### config.mk
export PLATFORM = sky130hd
export DESIGN_NAME = checkout_controller
export DESIGN_NICKNAME = d
export VERILOG_FILES = /design/src/rtl/checkout_controller.sv
export SDC_FILE = /design/constraint.sdc
export NUM_CORES = 1
export LEC_CHECK = 0
export CAP_MARGIN = 10
export CELL_PAD_IN_SITES_DETAIL_PLACEMENT = 1
export CELL_PAD_IN_SITES_GLOBAL_PLACEMENT = 1
export CORE_UTILIZATION = 45
export CTS_BUF_LIST = sky130_fd_sc_hd__clkbuf_8
export DETAILED_ROUTE_END_ITERATION = 8
export HOLD_SLACK_MARGIN = 0.12
export PLACE_DENSITY = 0.83
export SETUP_SLACK_MARGIN = 0.4
export SLEW_MARGIN = 20
export SYNTH_ARGS = -nofsm -noshare
export SYNTH_HDL_FRONTEND = slang
export SYNTH_SLANG_ARGS = --single-unit
### constraint.sdc
create_clock -name clk -period 2.3 [get_ports clk]
set_clock_uncertainty 0.2 [all_clocks]
set_input_delay 0.23 -clock clk [delete_from_list [all_inputs] [get_ports clk]]
set_output_delay 0.23 -clock clk [all_outputs]
set_load 0.05 [all_outputs]
### src/rtl/checkout_controller.sv
// Scan sequencer for item classification: capture, 1-cycle evaluate, hold display window, ack/reject/alarm.
// Latency: verdict at edge t+1 after scan; scan_ack the cycle after edge t+1+HOLD_CYCLES. Scans outside IDLE are dropped.
module checkout_controller #(
    parameter int HOLD_CYCLES = 25000000,
    parameter int CNT_W       = 8
) (
    input  logic             clk,
    input  logic             reset_n,
    input  logic             scan_req,
    input  logic [2:0]       upc,
    input  logic             mark,
    input  logic             clear_req,
    output logic             busy,
    output logic             scan_ack,
    output logic             reject,
    output logic             alarm,
    output logic             disp_valid,
    output logic [2:0]       disp_code,
    output logic             disp_discount,
    output logic [CNT_W-1:0] item_count,
    output logic [CNT_W-1:0] discount_count
);

    localparam int TW = $clog2(HOLD_CYCLES + 1);
    localparam logic [TW-1:0] HOLD_LAST = TW'(HOLD_CYCLES - 1);

    typedef enum logic [2:0] {
        IDLE  = 3'd0,
        EVAL  = 3'd1,
        SHOW  = 3'd2,
        ACK   = 3'd3,
        REJ   = 3'd4,
        ALARM = 3'd5
    } state_t;

    state_t          state;
    state_t          state_nxt;
    logic [2:0]      cap_upc;
    logic            cap_mark;
    logic [TW-1:0]   hold_cnt;

    logic cap_u, cap_p, cap_c;
    logic code_ok, is_discount, is_stolen, hold_done;
    logic do_clear, do_capture, do_accept;

    assign {cap_u, cap_p, cap_c} = cap_upc;
    assign code_ok     = (cap_upc != 3'b010) && (cap_upc != 3'b111);
    assign is_discount = (cap_u & cap_c) | cap_p;
    assign is_stolen   = ~(cap_mark | cap_p | (~cap_u & cap_c));
    assign hold_done   = (hold_cnt == HOLD_LAST);

    always_comb begin
        state_nxt  = state;
        do_clear   = 1'b0;
        do_capture = 1'b0;
        do_accept  = 1'b0;
        case (state)
            IDLE: begin
                // a simultaneous clear wins and the scan is dropped
                if (clear_req) begin
                    do_clear = 1'b1;
                end else if (scan_req) begin
                    do_capture = 1'b1;
                    state_nxt  = EVAL;
                end
            end
            EVAL: begin
                if (!code_ok) begin
                    state_nxt = REJ;
                end else if (is_stolen) begin
                    state_nxt = ALARM;
                end else begin
                    do_accept = 1'b1;
                    state_nxt = SHOW;
                end
            end
            SHOW: begin
                if (clear_req) begin
                    do_clear  = 1'b1;
                    state_nxt = IDLE;
                end else if (hold_done) begin
                    state_nxt = ACK;
                end
            end
            ACK:     state_nxt = IDLE;
            REJ:     state_nxt = IDLE;
            ALARM: begin
                if (clear_req) state_nxt = IDLE;
            end
            default: state_nxt = IDLE;
        endcase
    end

    always_ff @(posedge clk or negedge reset_n) begin
        if (!reset_n) state <= IDLE;
        else          state <= state_nxt;
    end

    // Status outputs are flops loaded from the next state so they align with it.
    always_ff @(posedge clk or negedge reset_n) begin
        if (!reset_n) begin
            busy     <= 1'b0;
            scan_ack <= 1'b0;
            reject   <= 1'b0;
            alarm    <= 1'b0;
        end else begin
            busy     <= (state_nxt != IDLE);
            scan_ack <= (state_nxt == ACK);
            reject   <= (state_nxt == REJ);
            alarm    <= (state_nxt == ALARM);
        end
    end

    always_ff @(posedge clk or negedge reset_n) begin
        if (!reset_n) begin
            cap_upc        <= '0;
            cap_mark       <= 1'b0;
            hold_cnt       <= '0;
            item_count     <= '0;
            discount_count <= '0;
            disp_valid     <= 1'b0;
            disp_code      <= '0;
            disp_discount  <= 1'b0;
        end else begin
            if (do_capture) begin
                cap_upc  <= upc;
                cap_mark <= mark;
            end
            // timer idles at zero so every SHOW entry starts a fresh window
            if (state == SHOW) hold_cnt <= hold_cnt + 1'b1;
            else               hold_cnt <= '0;
            if (do_clear) begin
                item_count     <= '0;
                discount_count <= '0;
                disp_valid     <= 1'b0;
                disp_code      <= '0;
                disp_discount  <= 1'b0;
            end else if (do_accept) begin
                if (item_count != '1) item_count <= item_count + 1'b1;
                if (is_discount && (discount_count != '1)) discount_count <= discount_count + 1'b1;
                disp_code     <= cap_upc;
                disp_discount <= is_discount;
                disp_valid    <= 1'b1;
            end
        end
    end

endmodule

==> run metrics, run 1 <==
buffers and inverters on the worst path 1; DRC viols 0; EDFF count, synth 0; worst vdd ir 0.578 mV; routability cong. 0.812; Setup TNS 0 ns; die footprint between 0.006 and 0.007 sq mm; initial drt markers between 90 and 100; #FFs+latches synth 57; Overflow after GRT 0; first-pass GRT wire length approximately 14000 microns; core area around 0.006 sq mm; IO buf count 32; GRT Util Overall 28.3%; slew at the pin closest to its max-slew limit 0.644 ns; clk root buf clkbuf_8; # rows 28; top-count cell post-synth dfrtp_1; worst slack at placement 0.165 ns; Critical Path Max Stage Delay between 0.4 and 0.5 ns; n_diodes 0; PnR worst setup slack 0.220 ns; Main synth FF type dfrtp_1; cell-internal power roughly 2.3 mW; CTS Buf Count 9; Max Buffers Root-to-Sink 2; Slew headroom 57.1%; syn_nets 298; Via Count between 2000 and 3000; TritonCTS clock tree done; clock share of power between 20% and 30%; H-tree depth 3; PD cells approximately 980 mW/mm^2; delay-heaviest family, CP simple AND/OR/NAND/NOR gates; top-area cell type share of the netlist area about half; vias per cell a little over 6; FMAX a little under 0.5 GHz; Layout Nets around 380; maximum capacitance violations 0; clock latency on the worst-skew pair roughly 0.35 ns; WL per Instance between 20 and 25 microns; CP required between 2 and 2.5 ns; largest area contributor in the netlist dfrtp_1; hpwl dp around 5100 microns; I/O Pins 33; final core utilization 66.6%; Worst Setup Path Type reg2reg; layout cell share with drive strength beyond 1 31.4%; dpl cells 390; Slew Limit Fails 0; post-route ant nets 0; Initial Utilization 47.5%; reg2reg path depth 5; Sequential Power Share 33.7%; combinational power share 41.8%; slowest CP cell or4_1; initial antenna violation count 0; Final min period between 2 and 2.5 ns; CP Depth 5; sequential area share after synthesis 49.8%; Area growth syn-to-layout 40.3%; vias in the first global route approximately 2900; endpoints failing hold 0; crit end category flip-flop; Synth Warn # 0; synth top area cells dfrtp_1, nand3_1, nand2_1; R2R setup slack roughly 0.22 ns; die span in y just over 80 microns; Hold WC Path Type in2async; most frequent cells after synthesis dfrtp_1, nand2_1, nand3_1; Reg2Reg Launch Point state[1]; fin crit share roughly nine tenths; synthesized cell area between 0.002 and 0.003 sq mm; Final Setup Violations 0; RSZ-0062 raised after global routing true; Netlist cell types 51; WP data arrival 2.13 ns; Reg-to-Reg End discount_count[5]; final wirelength 9930 microns; CTS Sinks 57; Syn Inst Count roughly 290; fin cells approximately 440; NetSw 1.60 mW; largest net degree at the start of global routing 28; Syn Area/Cell roughly 10 sq um; Max FO, Critical Path 7; critical path startpoint state[1]; worst setup path end discount_count[5]; cells along the critical path nor3b_4 > buf_4 > o311ai_4 > or4_1 > a21oi_1; type of origin of the critical path flip-flop; Clk pin slew, worst setup/hold paths roughly 0.07 ns; sw frac 40.5%; final hold slack about 0.25 ns; status complete, no violations; Lkg Pwr 1.80 nW; die width just over 80 microns; Synth async-reset ratio 100%; DRT Pass-1 Iters 4
worst reg2reg max path, delay by kind of cell, from the launching register on:
kind / cells / cell delay [ns]
AND/OR/NAND/NOR: 2 / 0.78
buffers and inverters: 1 / 0.19
flip-flops: 1 / 0.45
AO/OA/AOI/OAI: 2 / 0.37
through the flow:
stage | power (mW) | instance area (sq um)
finish | 3.94 | 4020
global route | 4.07 | 4020
CTS | 3.58 | 3760
detailed placement | 2.47 | 3360
global placement | 2.42 | 3360
floorplan | 2.05 | 2930
cell usage in the layout (no fill, tap or decap), drive strengths merged, types with 9 or more instances in the layout:
cell and count:
dfrtp 57, buf 45, nand2 26, nand3 24, dlygate4sd2 23, nor2 23, a21oi 16, o21ai 12
clkbuf 11, nand4 10, xor2 10, o31ai 10, or4 9
flip-flops by register name, summed over array words and instances, names as in the netlist:
| signal | count |
|---|---|
| alarm | 1 |
| busy | 1 |
| cap_mark | 1 |
| cap_upc | 3 |
| discount_count | 8 |
| disp_code | 3 |
| disp_discount | 1 |
| disp_valid | 1 |
| hold_cnt | 25 |
| item_count | 8 |
| reject | 1 |
| scan_ack | 1 |
| state | 3 |
kinds of logic (layout without fill, tap and decap cells):
logic type	after synthesis	after routing	share of synthesized area (%)
xor+xnor	11	11	3.37
simple gates	138	138	27.3
mux	8	8	2.97
buf+inv	13	95	1.79
compound gates	57	57	13.4
flops	57	57	49.8
fa+ha+maj	3	3	1.31
power by group through the flow:
stage | logic (mW) | registers, mW | clock network (mW)
after floorplan | 0.487 | 1.56 | 0
after global placement | 1.11 | 1.32 | 0
after detailed placement | 1.13 | 1.33 | 0
after CTS | 1.32 | 1.30 | 0.956
after global routing | 1.73 | 1.34 | 1.01
final | 1.65 | 1.33 | 0.966
how the worst min path moves through the flow:
stage               slack (ns)            to
finish                    0.25  hold_cnt[19]
global route              0.32      scan_ack
CTS                       0.26   hold_cnt[0]
detailed placement        0.09  hold_cnt[19]
global placement          0.09  hold_cnt[21]
floorplan                -0.27         alarm
cell type report:
cell class              count  area (sq um)
clock buffers              11           151
clock inverters             4          43.8
fillers                   644          2010
inverters                   3          11.3
multi-input cells         217          1610
flip-flops and latches     57          1440
well taps                  75          93.8
repair buffers             77           668
what timing repair did:
action,4_1_cts,5_1_grt
hold buffers,1,0
hold endpoints to repair,25,0
endpoints found under the setup margin,45,34
gates resized for setup,48,28
pin swaps,9,12
buffers inserted,18,20
cloned,0,0
metal layers:
layer / vias to the layer above / GRT usage (%) / part of all wire (%)
li1: 1223 / - / -
met1: 1422 / 31.7 / 41
met2: 88 / 51.2 / 52
met3: 27 / 7.44 / 4.0
met4: 0 / 10.4 / 2.8
met5: - / 0 / 0
Power figures use the tool's default switching activity.
==> inputs of run 2 (changes only) <==
Settings changed: REMOVE_ABC_BUFFERS from default to 1.
==> run metrics, run 2 (same netlist as run 1, synthesis figures left out) <==
status complete, no violations; Hold WC Path Type in2async; flip-flop count of the largest register after layout 25; CTS Buf Count 9; NetSw 1.69 mW; die footprint 0.00668 sq mm; vias in the first global route 2729; clock share of power 24.6%; fin crit share a little under 90%; Layout Nets 379; initial antenna violation count 0; met2 WL between 6000 and 7000 microns; Initial Utilization ~47%; first-pass GRT wire length between 10000 and 15000 microns; Overflow after GRT 0; worst vdd ir between 0.7 and 0.8 mV; Final Setup Violations 0; combinational power share about two fifths; Reg2Reg Launch Point cap_upc[1]; CTS Sinks 57; DRT Pass-1 Iters 4; Max FO, Critical Path 5; # rows 28; commonest non-fill, non-tap cell in the layout dfrtp_1; reg2reg path depth 5; Largest Register hold_cnt; Via Count between 2000 and 3000; Sequential Power Share roughly 34%; vias per cell about 6.5; die span in y 81.7 microns; IO buf count 32; layout cell share with drive strength beyond 1 32.8%; PD cells roughly 980 mW/mm^2; DRC viols 0; most frequent cells in the layout dfrtp_1, buf_4, nand2_1, dlygate4sd2_1, nand3_1; final wirelength between 10000 and 15000 microns; Final min period slightly above 2 ns; Lkg Pwr 1.79 nW; R2R setup slack ~0.26 ns; largest net degree at the start of global routing 58; wl on met1 approximately 4500 microns; initial drt markers around 240; CP required 2.34 ns; RSZ-0062 raised after global routing true; routability cong. roughly 0.84; Clk pin slew, worst setup/hold paths around 0.080 ns; sw frac a little over two fifths; slew at the pin closest to its max-slew limit 0.544 ns; endpoints failing hold 0; Reg-to-Reg End alarm; maximum capacitance violations 0; clk root buf clkbuf_8; met3 WL roughly 660 microns; I/O Pins 33; max layer used met4; hpwl dp 5240 microns; Filler cells roughly 630; Slew Limit Fails 0; TritonCTS clock tree done; GRT Util Overall roughly 28%; type of origin of the critical path flip-flop; WL per Instance around 27 microns; Slew headroom a little under two thirds; post-route ant nets 0; Area growth syn-to-layout 40.4%; core area 0.00603 sq mm; die width ~80 microns; H-tree depth 3; crit end category flip-flop; FMAX roughly 0.49 GHz; clock latency on the worst-skew pair 0.35 ns; final hold slack around 0.21 ns; Setup TNS 0 ns; Largest regs hold_cnt x25, discount_count x8, item_count x8; Worst Setup Path Type reg2reg; n_diodes 0; WP data arrival ~2.1 ns; cell-internal power between 2 and 2.5 mW; Max Buffers Root-to-Sink 2
==> run 2: power by group through the flow <==
stage	clock, mW	sequential [mW]	combinational (mW)
CTS	0.928	1.31	1.23
global route	1.01	1.35	1.68
finish	0.972	1.34	1.63
floorplan	0	1.54	0.456
global placement	0	1.31	1.09
detailed placement	0	1.32	1.13
==> run 2: stage by stage <==
step | util [%] | std cells | cell area, sq um | total power, mW | setup slack, ns
final | 66.7 | 447 | 4020 | 3.95 | 0.256
after global routing | 66.7 | 447 | 4020 | 4.04 | 0.232
after CTS | 60.9 | 422 | 3670 | 3.47 | 0.247
after detailed placement | 54.7 | 391 | 3300 | 2.44 | 0.145
after global placement | 54.7 | 391 | 3300 | 2.39 | 0.244
after floorplan | - | 277 | 2820 | 2.00 | 0.119
==> run 2: worst max-delay path by stage <==
stage | start | slack [ns] | cells past startpoint | end
5_1_grt | cap_upc[2] | 0.23 | 5 | alarm
2_1_floorplan | item_count[0] | 0.12 | 5 | item_count[5]
4_1_cts | discount_count[0] | 0.25 | 5 | discount_count[5]
3_5_place_dp | state[1] | 0.14 | 4 | discount_count[5]
6_report | cap_upc[1] | 0.26 | 5 | alarm
3_3_place_gp | state[1] | 0.24 | 4 | discount_count[5]
==> run 2: area by class of cell <==
class	count	area [sq um]	area share (%)
clock inverter	6	60.1	1.50
clock buffer	9	124	3.08
multi-input combinational	217	1610	40.2
tap	75	93.8	2.34
inverter	3	11.3	0.280
timing repair buffer	80	676	16.8
sequential	57	1440	35.8
==> run 2: worst max-delay path, cell delays in order, from the launching register on <==
cell and delay, ns:
dfrtp_2 0.46, and3b_2 0.30, buf_4 0.16, nor4_2 0.30
o21ai_1 0.18, a311oi_1 0.32
==> run 2: layer usage <==
| metal | track usage, % | up-vias |
|---|---|---|
| met4 | 12.5 | 0 |
| met1 | 33.9 | 1497 |
| li1 | - | 1238 |
| met2 | 49.0 | 139 |
| met3 | 4.67 | 48 |
| met5 | 0 | - |
==> run 2: timing repair <==
action | CTS | global route
hold buffers | 1 | 0
buffers inserted | 15 | 24
setup endpoints to repair | 50 | 32
hold endpoints to repair | 57 | 0
cloned | 0 | 1
pin swaps | 10 | 20
resized for setup | 52 | 45
